<file path="config.mk">
export PLATFORM = sky130hd
export DESIGN_NAME = idli_sqi_ctrl_m
export DESIGN_NICKNAME = d
export VERILOG_FILES = /design/src/rtl/idli_pkg.sv /design/src/rtl/idli_sqi_arb_m.sv /design/src/rtl/idli_sqi_ctrl_m.sv
export SDC_FILE = /design/constraint.sdc
export NUM_CORES = 1
export LEC_CHECK = 0
export CAP_MARGIN = 30
export CORE_AREA = 2 2 87 89
export DETAILED_ROUTE_END_ITERATION = 6
export DIE_AREA = 0 0 89 91
export DONT_BUFFER_PORTS = 1
export PLACE_DENSITY = 0.73
export SETUP_SLACK_MARGIN = 0.3
export SLEW_MARGIN = 40
export SYNTH_ARGS = -nofsm -noshare
export SYNTH_HDL_FRONTEND = slang
export SYNTH_SLANG_ARGS = --single-unit
</file>
<file path="constraint.sdc">
create_clock -name i_ctl_gck -period 2.5 [get_ports i_ctl_gck]
set_clock_uncertainty 0.15 [all_clocks]
set_input_delay 0.125 -clock i_ctl_gck [delete_from_list [all_inputs] [get_ports i_ctl_gck]]
set_output_delay 0.125 -clock i_ctl_gck [all_outputs]
set_load 0.01 [all_outputs]
</file>
<file path="src/rtl/idli_pkg.sv">
// Shared types and constants for the SQI memory controller.
package idli_pkg;
  typedef logic [3:0] sqi_data_t;

  localparam logic [7:0] SQI_CMD_READ  = 8'h03;
  localparam logic [7:0] SQI_CMD_WRITE = 8'h02;

  localparam int CMD_CYC  = 2;
  localparam int ADDR_CYC = 6;
  localparam int DATA_CYC = 4;

  typedef enum logic [2:0] {
    IDLE, CMD, ADDR, DUMMY, DATA, DONE
  } ctl_state_t;
endpackage

</file>
<file path="src/rtl/idli_sqi_arb_m.sv">
// Two-way round-robin arbiter: bit 0 = fetch, bit 1 = data.
module idli_sqi_arb_m (
  input  logic       i_clk,
  input  logic       i_rst,
  input  logic [1:0] i_req,
  input  logic       i_advance,
  output logic [1:0] o_grant,
  output logic       o_ptr
);
  logic ptr_q, ptr_d;

  // ptr_q names the port granted last; on a tie the other port wins.
  always_comb begin
    o_grant = i_req;
    if (i_req == 2'b11) o_grant = ptr_q ? 2'b01 : 2'b10;
    ptr_d = ptr_q;
    if (i_advance && |o_grant) ptr_d = o_grant[1];
  end

  always_ff @(posedge i_clk) begin
    if (i_rst) ptr_q <= 1'b1;
    else       ptr_q <= ptr_d;
  end

  assign o_ptr = ptr_q;
endmodule

</file>
<file path="src/rtl/idli_sqi_ctrl_m.sv">
// SQI serial memory controller serving a fetch port and a data port.
module idli_sqi_ctrl_m
  import idli_pkg::*;
#(
  parameter int DUMMY_CYC = 2
) (
  input  logic        i_ctl_gck,
  input  logic        i_ctl_rst,
  input  logic        i_ctl_f_req,
  input  logic [15:0] i_ctl_f_addr,
  output logic        o_ctl_f_ack,
  output logic        o_ctl_f_done,
  input  logic        i_ctl_d_req,
  input  logic        i_ctl_d_wr,
  input  logic [15:0] i_ctl_d_addr,
  input  logic [15:0] i_ctl_d_wdata,
  output logic        o_ctl_d_ack,
  output logic        o_ctl_d_done,
  output logic [15:0] o_ctl_rdata,
  output logic        o_ctl_cs_n,
  output sqi_data_t   o_ctl_sio,
  output logic        o_ctl_oe,
  input  sqi_data_t   i_ctl_sio
);
  localparam int CNT_W = 8;

  ctl_state_t  state_q, state_d;
  logic [CNT_W-1:0] cnt_q, cnt_d;
  logic        wr_q, wr_d;
  logic [47:0] tx_q, tx_d, tx_new, tx_src;
  logic        cs_n_q, cs_n_d, oe_q, oe_d;
  sqi_data_t   sio_q, sio_d;
  logic        f_done_q, f_done_d, d_done_q, d_done_d;
  logic [15:0] rdata_q, rdata_d;
  logic [1:0]  req, grant;
  logic        accept, port_ptr, drive, new_wr;
  logic [15:0] new_addr;

  assign req    = {i_ctl_d_req, i_ctl_f_req} & {2{(state_q == IDLE) && !i_ctl_rst}};
  assign accept = |grant;

  // The arbiter pointer doubles as the latched port for the transaction in flight.
  idli_sqi_arb_m u_arb (
    .i_clk     (i_ctl_gck),
    .i_rst     (i_ctl_rst),
    .i_req     (req),
    .i_advance (accept),
    .o_grant   (grant),
    .o_ptr     (port_ptr)
  );

  always_comb begin
    state_d  = state_q;
    cnt_d    = cnt_q + 1'b1;
    wr_d     = wr_q;
    new_wr   = grant[1] & i_ctl_d_wr;
    new_addr = grant[1] ? i_ctl_d_addr : i_ctl_f_addr;
    tx_new   = {new_wr ? SQI_CMD_WRITE : SQI_CMD_READ, 7'b0, new_addr, 1'b0,
                grant[1] ? i_ctl_d_wdata : 16'h0};
    case (state_q)
      IDLE: begin
        cnt_d = '0;
        if (accept) begin
          state_d = CMD;
          wr_d    = new_wr;
        end
      end
      CMD: if (cnt_q == CNT_W'(CMD_CYC - 1)) begin
        state_d = ADDR;
        cnt_d   = '0;
      end
      ADDR: if (cnt_q == CNT_W'(ADDR_CYC - 1)) begin
        state_d = (!wr_q && DUMMY_CYC > 0) ? DUMMY : DATA;
        cnt_d   = '0;
      end
      DUMMY: if (cnt_q == CNT_W'(DUMMY_CYC - 1)) begin
        state_d = DATA;
        cnt_d   = '0;
      end
      DATA: if (cnt_q == CNT_W'(DATA_CYC - 1)) begin
        state_d = DONE;
        cnt_d   = '0;
      end
      DONE: begin
        state_d = IDLE;
        cnt_d   = '0;
      end
      default: begin
        state_d = IDLE;
        cnt_d   = '0;
      end
    endcase

    // Outputs are registered: derive them from the state being entered.
    tx_src   = (state_q == IDLE) ? tx_new : tx_q;
    drive    = (state_d inside {CMD, ADDR}) || (state_d == DATA && wr_d);
    tx_d     = drive ? {tx_src[43:0], 4'h0} : tx_src;
    sio_d    = drive ? tx_src[47:44] : 4'h0;
    oe_d     = drive;
    cs_n_d   = !(state_d inside {CMD, ADDR, DUMMY, DATA});
    f_done_d = (state_d == DONE) && !port_ptr;
    d_done_d = (state_d == DONE) && port_ptr;
    rdata_d  = (state_q == DATA && !wr_q) ? {rdata_q[11:0], i_ctl_sio} : rdata_q;
  end

  always_ff @(posedge i_ctl_gck) begin
    if (i_ctl_rst) begin
      state_q  <= IDLE;
      cnt_q    <= '0;
      wr_q     <= 1'b0;
      tx_q     <= '0;
      cs_n_q   <= 1'b1;
      oe_q     <= 1'b0;
      sio_q    <= '0;
      f_done_q <= 1'b0;
      d_done_q <= 1'b0;
      rdata_q  <= '0;
    end else begin
      state_q  <= state_d;
      cnt_q    <= cnt_d;
      wr_q     <= wr_d;
      tx_q     <= tx_d;
      cs_n_q   <= cs_n_d;
      oe_q     <= oe_d;
      sio_q    <= sio_d;
      f_done_q <= f_done_d;
      d_done_q <= d_done_d;
      rdata_q  <= rdata_d;
    end
  end

  assign o_ctl_f_ack  = grant[0];
  assign o_ctl_d_ack  = grant[1];
  assign o_ctl_f_done = f_done_q;
  assign o_ctl_d_done = d_done_q;
  assign o_ctl_rdata  = rdata_q;
  assign o_ctl_cs_n   = cs_n_q;
  assign o_ctl_sio    = sio_q;
  assign o_ctl_oe     = oe_q;
endmodule
</file>
* Word-level counts from Yosys, hierarchy flattened
Index checks and enable logic that the tools add are counted.
** Cells by class
- Reductions and logical operators :: 17
- Mux-type cells :: 20
- Add/sub/neg operators :: 1
- Bitwise gates (word level) :: 3
- Equality and inequality tests :: 13
** Operators by type and width (number)
- $mux W48 :: 2
- $mux W16 :: 2
- $mux W8 :: 3
- $pmux W8 S3 :: 1
- $mux W3 :: 6
- $pmux W3 S5 :: 1
- $eq A3 B2 Y1 const B :: 4
- $eq A3 B3 Y1 const B :: 3
- $add A8 B1 Y8 const B :: 1
- $eq A8 B1 Y1 const B :: 1
- $eq A8 B2 Y1 const B :: 1
- $eq A8 B3 Y1 const B :: 1
- $reduce_or A2 Y1 :: 4
- $eq A3 B1 Y1 const B :: 2
- $logic_and A1 B1 Y1 :: 5
- $logic_not A1 Y1 :: 4
- $mux W2 :: 2
- $reduce_bool A4 Y1 :: 1
- $logic_not A3 Y1 :: 1
- $mux W1 :: 3
- $and A2 B2 Y2 :: 1
- $eq A2 B2 Y1 const B :: 1
- $reduce_bool A2 Y1 :: 1
- $and A1 B1 Y1 :: 1
- 2 further kinds :: 2
** Storage, ports and cells
- Bits in registers :: 85
- Word-level logic and storage cells :: 66
- Input bits :: 57
- Output and inout bits :: 26

* Depth between registers and ports, before layout
Gate-level depths: netlist of run 1.
- Depth in word-level cells :: 13
- Mapped depth :: 10
- Depth with buffers taken out :: 8

* Hierarchy
From an unflattened synthesis of run 1, not the netlist that was laid out.
** Unflattened totals
- Cell total of the unflattened synthesis :: 411
- Area total of the unflattened synthesis :: 3917.5 sq um
** Modules (own cells, without submodules)
- idli_sqi_ctrl_m :: sequential area each 1681.6 sq um, cells each 404, area each 3856.2 sq um, instances 1
- idli_sqi_arb_m :: sequential area each 20.0 sq um, cells each 7, area each 61.3 sq um, instances 1

* Worst setup path before layout of run 1
No wires, ideal clock.
- Path kind :: register to register
- Start :: register cnt_q[3]
- End :: register tx_q[44]
- Arrival :: 2.113 ns
- Clock period less this slack :: 2.386 ns
- Required time :: 2.227 ns
- Setup slack :: 0.114 ns
- Setup time :: 0.123 ns
- Stages on the path, launching flop included :: 10
- Path buffers :: 3
- Cells stage by stage :: dfxtp_1 > nor3_2 > and3_1 > buf_6 > a21oi_2 > a211oi_4 > mux2_4 > buf_12 > buf_12 > mux2_1
** Between the ends
- Cells in the longest elaborated chain, start to end :: 7
- Elaborated cells on any way between the ends :: 15
- Those cells by class :: 6 x eq/ne; 6 x mux; 3 x reduce/logical
** RTL lines
- from (decl) :: line idli_sqi_ctrl_m.sv:28 : logic [CNT_W-1:0] cnt_q, cnt_d;
- from (signal assigned) :: line idli_sqi_ctrl_m.sv:120 : cnt_q <= cnt_d;
- $eq A8 B2 Y1 (tied with other cells) :: line idli_sqi_ctrl_m.sv:80 : DATA: if (cnt_q == CNT_W'(DATA_CYC - 1)) begin
- $mux W3 (on tied branches)
- $pmux W3 S5 * :: line idli_sqi_ctrl_m.sv:60 : case (state_q)
- $eq A3 B1 Y1 (tied with other cells) :: line idli_sqi_ctrl_m.sv:96 : drive = (state_d inside {CMD, ADDR}) || (state_d == DATA && wr_d);
- $reduce_bool A2 Y1 or $logic_and A1 B1 Y1 (tied branches) :: line idli_sqi_ctrl_m.sv:96
- $logic_or A1 B1 Y1 * :: line idli_sqi_ctrl_m.sv:96
- $mux W48 * :: line idli_sqi_ctrl_m.sv:97 : tx_d = drive ? {tx_src[43:0], 4'h0} : tx_src;
- to (signal assigned) :: line idli_sqi_ctrl_m.sv:122 : tx_q <= tx_d;
- to (decl) :: line idli_sqi_ctrl_m.sv:30 : logic [47:0] tx_q, tx_d, tx_new, tx_src;
Mark *: on every way between the ends. The rest lies on a longest branch, timed or not.
A chain may end at the register's enable or synchronous reset.

* Worst setup path after layout of run 1
- Start :: register state_q[2]
- End :: register tx_q[19]
** Between the ends
- Cells in the longest elaborated chain, start to end :: 12
- Elaborated cells on any way between the ends :: 29
- Those cells by class :: 8 x eq/ne; 13 x mux; 2 x bitwise; 6 x reduce/logical
** RTL lines
- from (decl) :: line idli_sqi_ctrl_m.sv:27 : ctl_state_t state_q, state_d;
- from (signal assigned) :: line idli_sqi_ctrl_m.sv:119 : state_q <= state_d;
- $logic_not A3 Y1 :: line idli_sqi_ctrl_m.sv:39, idli_sqi_ctrl_m.sv:60, idli_sqi_ctrl_m.sv:95
- $logic_and A1 B1 Y1 :: line idli_sqi_ctrl_m.sv:39 : assign req = {i_ctl_d_req, i_ctl_f_req} & {2{(state_q == IDLE) && !i_ctl_rst}};
- $and A2 B2 Y2 :: line idli_sqi_ctrl_m.sv:39
- $eq A2 B2 Y1 :: line idli_sqi_arb_m.sv:15 : if (i_req == 2'b11) o_grant = ptr_q ? 2'b01 : 2'b10;
- $mux W2 :: line idli_sqi_arb_m.sv:15
- $reduce_or A2 Y1 :: line idli_sqi_ctrl_m.sv:40 : assign accept = |grant;
- $mux W3 :: line idli_sqi_ctrl_m.sv:63 : if (accept) begin
- $pmux W3 S5 :: line idli_sqi_ctrl_m.sv:60
- $eq A3 B1 Y1 (tied with other cells) :: line idli_sqi_ctrl_m.sv:96
- $reduce_bool A2 Y1 or $logic_and A1 B1 Y1 (tied branches) :: line idli_sqi_ctrl_m.sv:96
- $logic_or A1 B1 Y1 :: line idli_sqi_ctrl_m.sv:96
- $mux W48 * :: line idli_sqi_ctrl_m.sv:97
Marked as above.

==> summary.md, run 1 <==
| Metric | Value |
|---|---|
| Post-Synthesis Cells | 420 |
| Setup TNS | 0 ns |
| # rows | 31 |
| Avg Inst Size Synth | ~9.4 sq um |
| Peak supply drop | about 0.41 mV |
| Main area contributors after synthesis | dfxtp_1 43%, mux2_4 12%, nand2_1 8.1%, nor2_1 4.9%, a311oi_1 3.6% |
| Post-Route WL | 8810 um |
| Total power divided by cell area | 633 nW/um^2 |
| Synth top area share | 0.431 |
| Core outline area | around 7000 sq um |
| Failing checks | negative hold slack |
| First-pass GRT wire length | roughly 13000 um |
| GRT Util Overall | 0.206 |
| Setup violations, final | 0 |
| Status | complete, but fails checks |
| Synthesized Nets | 479 |
| Top FF cell, synth | dfxtp_1 |
| Tmin final | approximately 2.2 ns |
| Period utilization | 0.887 |
| Crit path cell chain | nor4_4 -> o21ai_2 -> o21ai_2 -> a211oi_4 -> mux2_4 -> clkbuf_16 -> mux2_4 |
| Initial DRC Count | ~190 |
| Vias | 3050 |
| FF+latch count, synth | between 80 and 90 |
| Commonest non-fill, non-tap cell in the layout | nand2_1 |
| Via-to-Cell Ratio | 5.54 |
| Worst Setup Path Type | register to register |
| Max Cap Viol | 0 |
| Nets | 506 |
| Cell area after synthesis | about 3900 sq um |
| RSZ-0062 raised after global routing | true |
| Biggest area consumer among synthesized cells | dfxtp_1 |
| Detail Placement HPWL | between 5000 and 6000 um |
| Worst skew pair latency | between 0.3 and 0.4 ns |
| PortBufs | 0 |
| Ys Warns | 0 |
| Vias in the first global route | 2724 |
| Hold Crit Class | primary input to register |
| Critical Path Source Type | register |
| Relative slew margins | 0.516 |
| H-Tree Depth | 3 |
| DRT Pass-1 Iters | 5 |
| Clk buf depth | 2 |
| Die Height | 91 um |
| Placed cells | ~500 |
| Leakage power | 1.90 nW |
| Post-synthesis sequential area ratio | 0.431 |
| Critical Path End Type | register |
| DIE WIDTH | just under 90 um |
| Clock transition at the registers of the reported paths | about 0.090 ns |
| Layout cells sized above 1 | 0.208 |
| Worst Max-Slew Pin Slew | about 0.73 ns |
| Distinct cells, synth | a little over 50 |
| Fmax | between 400 and 500 MHz |
| Starting density of the core | 0.553 |
| CP Buf/Inv Count | 1 |
| Maximum number of pins on one net before global-route repair | about 70 |
| CP max FO | 17 |
| Most frequent cells in the layout | 84 x nand2_1, 77 x dfxtp_1, 50 x nor2_1, 33 x mux2_4, 29 x dlygate4sd3_1 |
| Io pins | 83 |
| Wire length per cell | roughly 16 um |
| Worst path arrival time | ~2.3 ns |
| CTS Sinks | 85 |
| # diodes | 0 |
| Worst path slowest cell | dfxtp_4 |
| Required time worst endpoint | ~2.6 ns |
| Antenna viol nets, final | 0 |
| Worst path max stage delay | 0.39 ns |
| Antenna violations before repair | 0 |
| Root Driver | clkbuf_8 |
| CP top delay family | multiplexers |
| TritonCTS Buffers | 9 |
| GPL Wtd Cong | between 0.9 and 1 |
| Grt ovf | 0 |
| Max-slew violations | 0 |
| Final instance count without filler cells | roughly 550 |
| CTS tree | done |
| Synth async-reset ratio | 0 |
| Hold slack | -0.0263 ns |
| Number of synthesized flops with an enable pin | 0 |
| Hold Fails Final Rpt | 5 |
| Final routed DRC violation total | 0 |
| Full die area | around 8100 sq um |
| Layout overhead on the synthesized area | 17.9% |
## state kept, by name (all words and copies together), names as in the netlist
name          cells
state_q           3
o_ctl_d_done      1
o_ctl_oe          1
o_ctl_rdata      16
tx_q             48
cnt_q             8
wr_q              1
o_ctl_cs_n        1
u_arb.o_ptr       1
o_ctl_f_done      1
o_ctl_sio         4
## synth_stat cells, types with 2 or more instances
library cell	number
buf_1	2
nor4_1	2
mux2_4	31
or2_1	3
and3_1	4
nand4_1	2
a311oi_1	16
nand2_1	85
nand3_1	3
nor2b_1	2
xnor2_1	2
a22oi_1	16
nor4_2	2
dfxtp_1	85
nand2b_1	2
ha_1	2
nor2_1	51
mux2i_1	11
inv_1	3
buf_2	5
mux2_1	5
o21ai_0	2
and2_1	9
xor2_1	5
inv_2	2
buf_6	2
nor4b_2	3
a21oi_1	18
buf_12	5
clkbuf_1	19
## cells by family (layout without fill, tap and decap cells)
group	count (synthesis)	count (layout)	share of synthesized area
AND/OR/NAND/NOR	175	175	0.202
flip-flops	85	85	0.431
AO/OA/AOI/OAI	65	65	0.120
multiplexers	48	48	0.163
buffers and inverters	38	70	0.0621
XOR/XNOR	7	7	0.0155
adder cells (fa/ha/maj)	2	2	0.00634
## layout make-up
class,count,area [sq um]
Fill cell,600,2480
Multi-Input combinational cell,297,2070
Sequential cell,85,1720
Timing Repair Buffer,49,536
Clock buffer,12,155
Tap cell,99,124
Clock inverter,4,31.3
Inverter,5,23.8
## worst min-delay path, stage by stage
cell and delay (ns):
a22oi_1 0.06, nor2_1 0.12, mux2_1 0.14
## per-stage QoR
stage               power, mW  instance area (sq um)   util  setup slack [ns]
detailed placement       1.94                   3970  0.557             0.141
floorplan                1.93                   3960      -             0.201
finish                   2.95                   4650  0.652             0.283
CTS                      2.87                   4330  0.606             0.264
global route             3.09                   4650  0.652             0.200
global placement         1.92                   3970  0.557             0.178
## worst paths after layout
| kind | from | to | slack, ns | cells after the start |
|---|---|---|---|---|
| worst max-delay path | state_q[2]$_SDFF_PP0_ | tx_q[19]$_SDFF_PP0_ | 0.28 | 7 |
| worst min-delay path | i_ctl_d_wdata[6] | tx_q[6]$_SDFF_PP0_ | -0.03 | 3 |
| worst min register to register | cnt_q[0]$_SDFF_PP0_ | cnt_q[0]$_SDFF_PP0_ | 0.31 | 1 |
| worst max register to register | state_q[2]$_SDFF_PP0_ | tx_q[19]$_SDFF_PP0_ | 0.28 | 7 |
## where the power goes
group          internal [mW]  switching, mW  leakage (nW)
sequential              1.43         0.0320         0.696
clock                  0.422          0.505        0.0969
combinational          0.290          0.267          1.11
## repair_timing
item | 4_1_cts | 5_1_grt
gates cloned | 0 | 3
buffers inserted | 1 | 3
hold buffers | 14 | 17
pin swaps | 1 | 5
gates resized for setup | 6 | 22
endpoints found under the hold margin | 83 | 68
setup endpoints to repair | 53 | 54
## per-layer routing
metal  global-route usage  wire length (um)  vias to the layer above
met5                    0                 0                        -
met4               0.0622                88                        0
met3               0.0764               451                        7
met2                0.312              4440                       84
met1                0.272              3830                     1462
li1                     -                 -                     1497
Power figures use the tool's default switching activity.
==> run 2, diff against run 1 <==
--- a/config.mk
+++ b/config.mk
@@ -6,13 +6,14 @@
 export NUM_CORES = 1
 export LEC_CHECK = 0
 export CAP_MARGIN = 30
-export CORE_AREA = 2 2 87 89
+export CORE_AREA = 2 2 86 88
 export DETAILED_ROUTE_END_ITERATION = 6
-export DIE_AREA = 0 0 89 91
+export DIE_AREA = 0 0 88 90
 export DONT_BUFFER_PORTS = 1
-export PLACE_DENSITY = 0.73
+export PLACE_DENSITY = 0.74
 export SETUP_SLACK_MARGIN = 0.3
 export SLEW_MARGIN = 40
 export SYNTH_ARGS = -nofsm -noshare
 export SYNTH_HDL_FRONTEND = slang
+export SYNTH_HIERARCHICAL = 1
 export SYNTH_SLANG_ARGS = --single-unit
==> run 2 against run 1 <==
Effect of this change:
- the run ends with negative setup slack left
- total power up 11%
- routed wire length down 13%
- non-clock buffer count down 9
- fmax down 13%
- sequential share of layout area up 0.26 points
- first-iteration DRC count down 40%
- setup slack worse by 0.33 ns
- core utilization up 0.22 points
- global-route usage down 0.83 points
- clock power up 17%
- clock-buffer cell count up 1
- largest power group unchanged
- highest routed layer unchanged
==> summary.md, run 2 <==
| Metric | Value |
|---|---|
| Max-slew violations | 0 (unchanged) |
| Synthesized Nets | 470 (-1.9%) |
| Leakage power | 1.86 nW (-2.3%) |
| Final setup margin | -0.0447 ns (-0.328 ns) |
| FF+latch count, synth | 85 (unchanged) |
| Main area contributors after synthesis | dfxtp_1 43%, mux2_4 11%, mux2i_1 6.4%, nand2_1 5.5%, a21oi_1 4.5% |
| Detail Placement HPWL | 5030 um (-4.7%) |
| Antenna violations before repair | 0 (unchanged) |
| Vias | 2920 (-4.3%) |
| Grt ovf | 0 (unchanged) |
| Period utilization | 1.02 (+0.131) |
| Avg Inst Size Synth | 9.53 sq um (+1.4%) |
| Worst skew pair latency | 0.35 ns (about the same) |
| Most common library cells after synthesis | 85 x dfxtp_1, 57 x nand2_1, 39 x nor2_1 |
| TritonCTS Buffers | 9 (unchanged) |
| Biggest area consumer among synthesized cells | dfxtp_1 |
| CP max FO | 18 (+1) |
| Layout cells sized above 1 | 0.215 (+0.00714) |
| Required time worst endpoint | 2.58 ns (-0.02 ns) |
| Vias in the first global route | 2761 (+1.4%) |
| # rows | 31 (unchanged) |
| Total power divided by cell area | 715 nW/um^2 (+13%) |
| Io pins | 83 (unchanged) |
| Largest Register | tx_q |
| PortBufs | 0 (unchanged) |
| CTS Sinks | 85 (unchanged) |
| Tmin final | 2.54 ns (+0.328 ns) |
| Critical Path End Type | register |
| Die Height | 90 um (-1.1%) |
| Post-Synthesis Cells | 411 (-2.1%) |
| First-pass GRT wire length | 12500 um (-4.9%) |
| Cell area after synthesis | 3920 sq um (-0.73%) |
| Distinct cells, synth | 46 (-9.8%) |
| Number of synthesized flops with an enable pin | 0 (unchanged) |
| DRT Pass-1 Iters | 4 (-1) |
| Full die area | 7920 sq um (-2.2%) |
| Wire length per cell | 14.4 um (-10%) |
| Antenna viol nets, final | 0 (unchanged) |
| Crit path cell chain | nor2_4 -> nand2_4 -> nor3b_4 -> a21boi_4 -> nor2_4 -> inv_2 -> nand2_1 -> a32o_1 -> a31o_4 -> buf_12 -> mux2_1 |
| Clock transition at the registers of the reported paths | 0.08 ns (about the same) |
| Top FF cell, synth | dfxtp_1 |
| CTS tree | done |
| Worst path slowest cell | dfxtp_4 |
| Worst Setup SP | state_q[0]$_SDFF_PP0_ |
| Critical Path Source Type | register |
| GRT Util Overall | 0.197 (-0.00829) |
| DIE WIDTH | 88 um (-1.1%) |
| Setup TNS | -0.761 ns (-0.761 ns) |
| Post-Route WL | 7700 um (-13%) |
| Top cell by count, worst path | nor2_4 |
| # diodes | 0 (unchanged) |
| Maximum number of pins on one net before global-route repair | 46 (-33%) |
| Worst path arrival time | 2.62 ns (+0.30 ns) |
| Commonest non-fill, non-tap cell in the layout | dfxtp_1 |
| Root Driver | clkbuf_8 |
| Nets | 491 (-3.0%) |
| Core outline area | 7020 sq um (-1.6%) |
| Worst Setup Path Type | register to register |
| Final routed DRC violation total | 0 (unchanged) |
| Fmax | 393 MHz (-13%) |
| Most frequent cells in the layout | 83 x dfxtp_1, 56 x nand2_1, 37 x nor2_1, 35 x a21oi_1, 33 x mux2_4 |
| Post-synthesis sequential area ratio | 0.434 (+0.00317) |
| Clk buf depth | 2 (unchanged) |
| Failing checks | negative setup slack |
| Status | complete, but fails checks |
| R2R Path Start | state_q[0]$_SDFF_PP0_ |
| Max Cap Viol | 0 (unchanged) |
| Hold slack | 0.00982 ns (+0.0361 ns) |
| H-Tree Depth | 3 (unchanged) |
| Max reg flops | 48 (unchanged) |
| Initial DRC Count | 116 (-40%) |
| Layout overhead on the synthesized area | 17.2% |
| Via-to-Cell Ratio | 5.45 (-1.6%) |
| Worst path max stage delay | 0.35 ns (-0.04 ns) |
| Hold_sp | i_ctl_rst |
| Hold Crit Class | primary input to register |
| RSZ-0062 raised after global routing | true |
| GPL Wtd Cong | 0.814 (-11%) |
| Hold Fails Final Rpt | 0 (-5) |
| Relative slew margins | 0.608 (+0.0916) |
| Top-count cell post-synth | dfxtp_1 |
| Peak supply drop | 0.449 mV (+9.2%) |
| Starting density of the core | 0.558 (+0.00507) |
| Worst Max-Slew Pin Slew | 0.587 ns (-0.139 ns) |
| Setup violations, final | 40 (+40) |
| Synth async-reset ratio | 0 (unchanged) |
| Synth top area share | 0.434 (+0.00317) |
| Ys Warns | 6 (+6) |
-- run 2: worst paths after layout --
| check | end | slack (ns) | cells past startpoint |
|---|---|---|---|
| max | tx_q[44]$_SDFF_PP0_ | -0.04 | 11 |
| min | cnt_q[1]$_SDFF_PP0_ | 0.01 | 2 |
| max reg2reg | tx_q[44]$_SDFF_PP0_ | -0.04 | 11 |
| min reg2reg | tx_q[47]$_SDFF_PP0_ | 0.32 | 2 |
-- run 2: metrics by stage --
step	setup slack [ns]	util	cell area (sq um)	instances	total power, mW
after floorplan	-0.356	-	4020	411	2.08
after CTS	-0.0578	0.648	4550	534	3.27
after global routing	-0.140	0.654	4590	536	3.42
after detailed placement	-0.0457	0.588	4130	502	2.15
after global placement	0.0143	0.588	4130	502	2.13
final	-0.0447	0.654	4590	536	3.28
-- run 2: area by class of cell --
| class | count | area [sq um] |
|---|---|---|
| Inverter | 5 | 18.8 |
| Clock buffer | 13 | 159 |
| Multi-Input combinational cell | 291 | 2120 |
| Timing Repair Buffer | 40 | 393 |
| Fill cell | 539 | 2430 |
| Sequential cell | 85 | 1710 |
| Clock inverter | 3 | 66.3 |
| Tap cell | 99 | 124 |
-- run 2: per-layer routing --
layer  GRT usage  share of wire  vias up
li1            -              -     1475
met1       0.259           0.47     1361
met2       0.297           0.45       68
met3      0.0652          0.054       16
met4      0.0795          0.023        0
met5           0              0        -
-- run 2: repair_timing --
action,CTS,global route
endpoints found under the hold margin,70,0
setup endpoints to repair,53,57
setup buffers,2,2
hold buffers,14,0
pin swaps,0,1
cloned,0,0
resized for setup,5,7
-- run 2: critical path, delay by kind of cell, from the launching register on --
| kind | cells | cell delay [ns] |
|---|---|---|
| muxes | 1 | 0.31 |
| and+or+nand+nor | 5 | 0.58 |
| AOI/OAI and AO/OA | 3 | 0.79 |
| DFF | 1 | 0.35 |
| buffers and inverters | 2 | 0.24 |
-- run 2: power by group --
part           switching (mW)  internal [mW]
Clock                   0.464          0.620
Sequential             0.0383           1.45
Combinational           0.341          0.365
Total                   0.843           2.44
-- run 2: cell families after synthesis --
family,share of synthesized area
fa+ha+maj,0.00639
flops,0.434
xor+xnor,0.0134
compound gates,0.118
mux,0.191
simple gates,0.184
buf+inv,0.0533
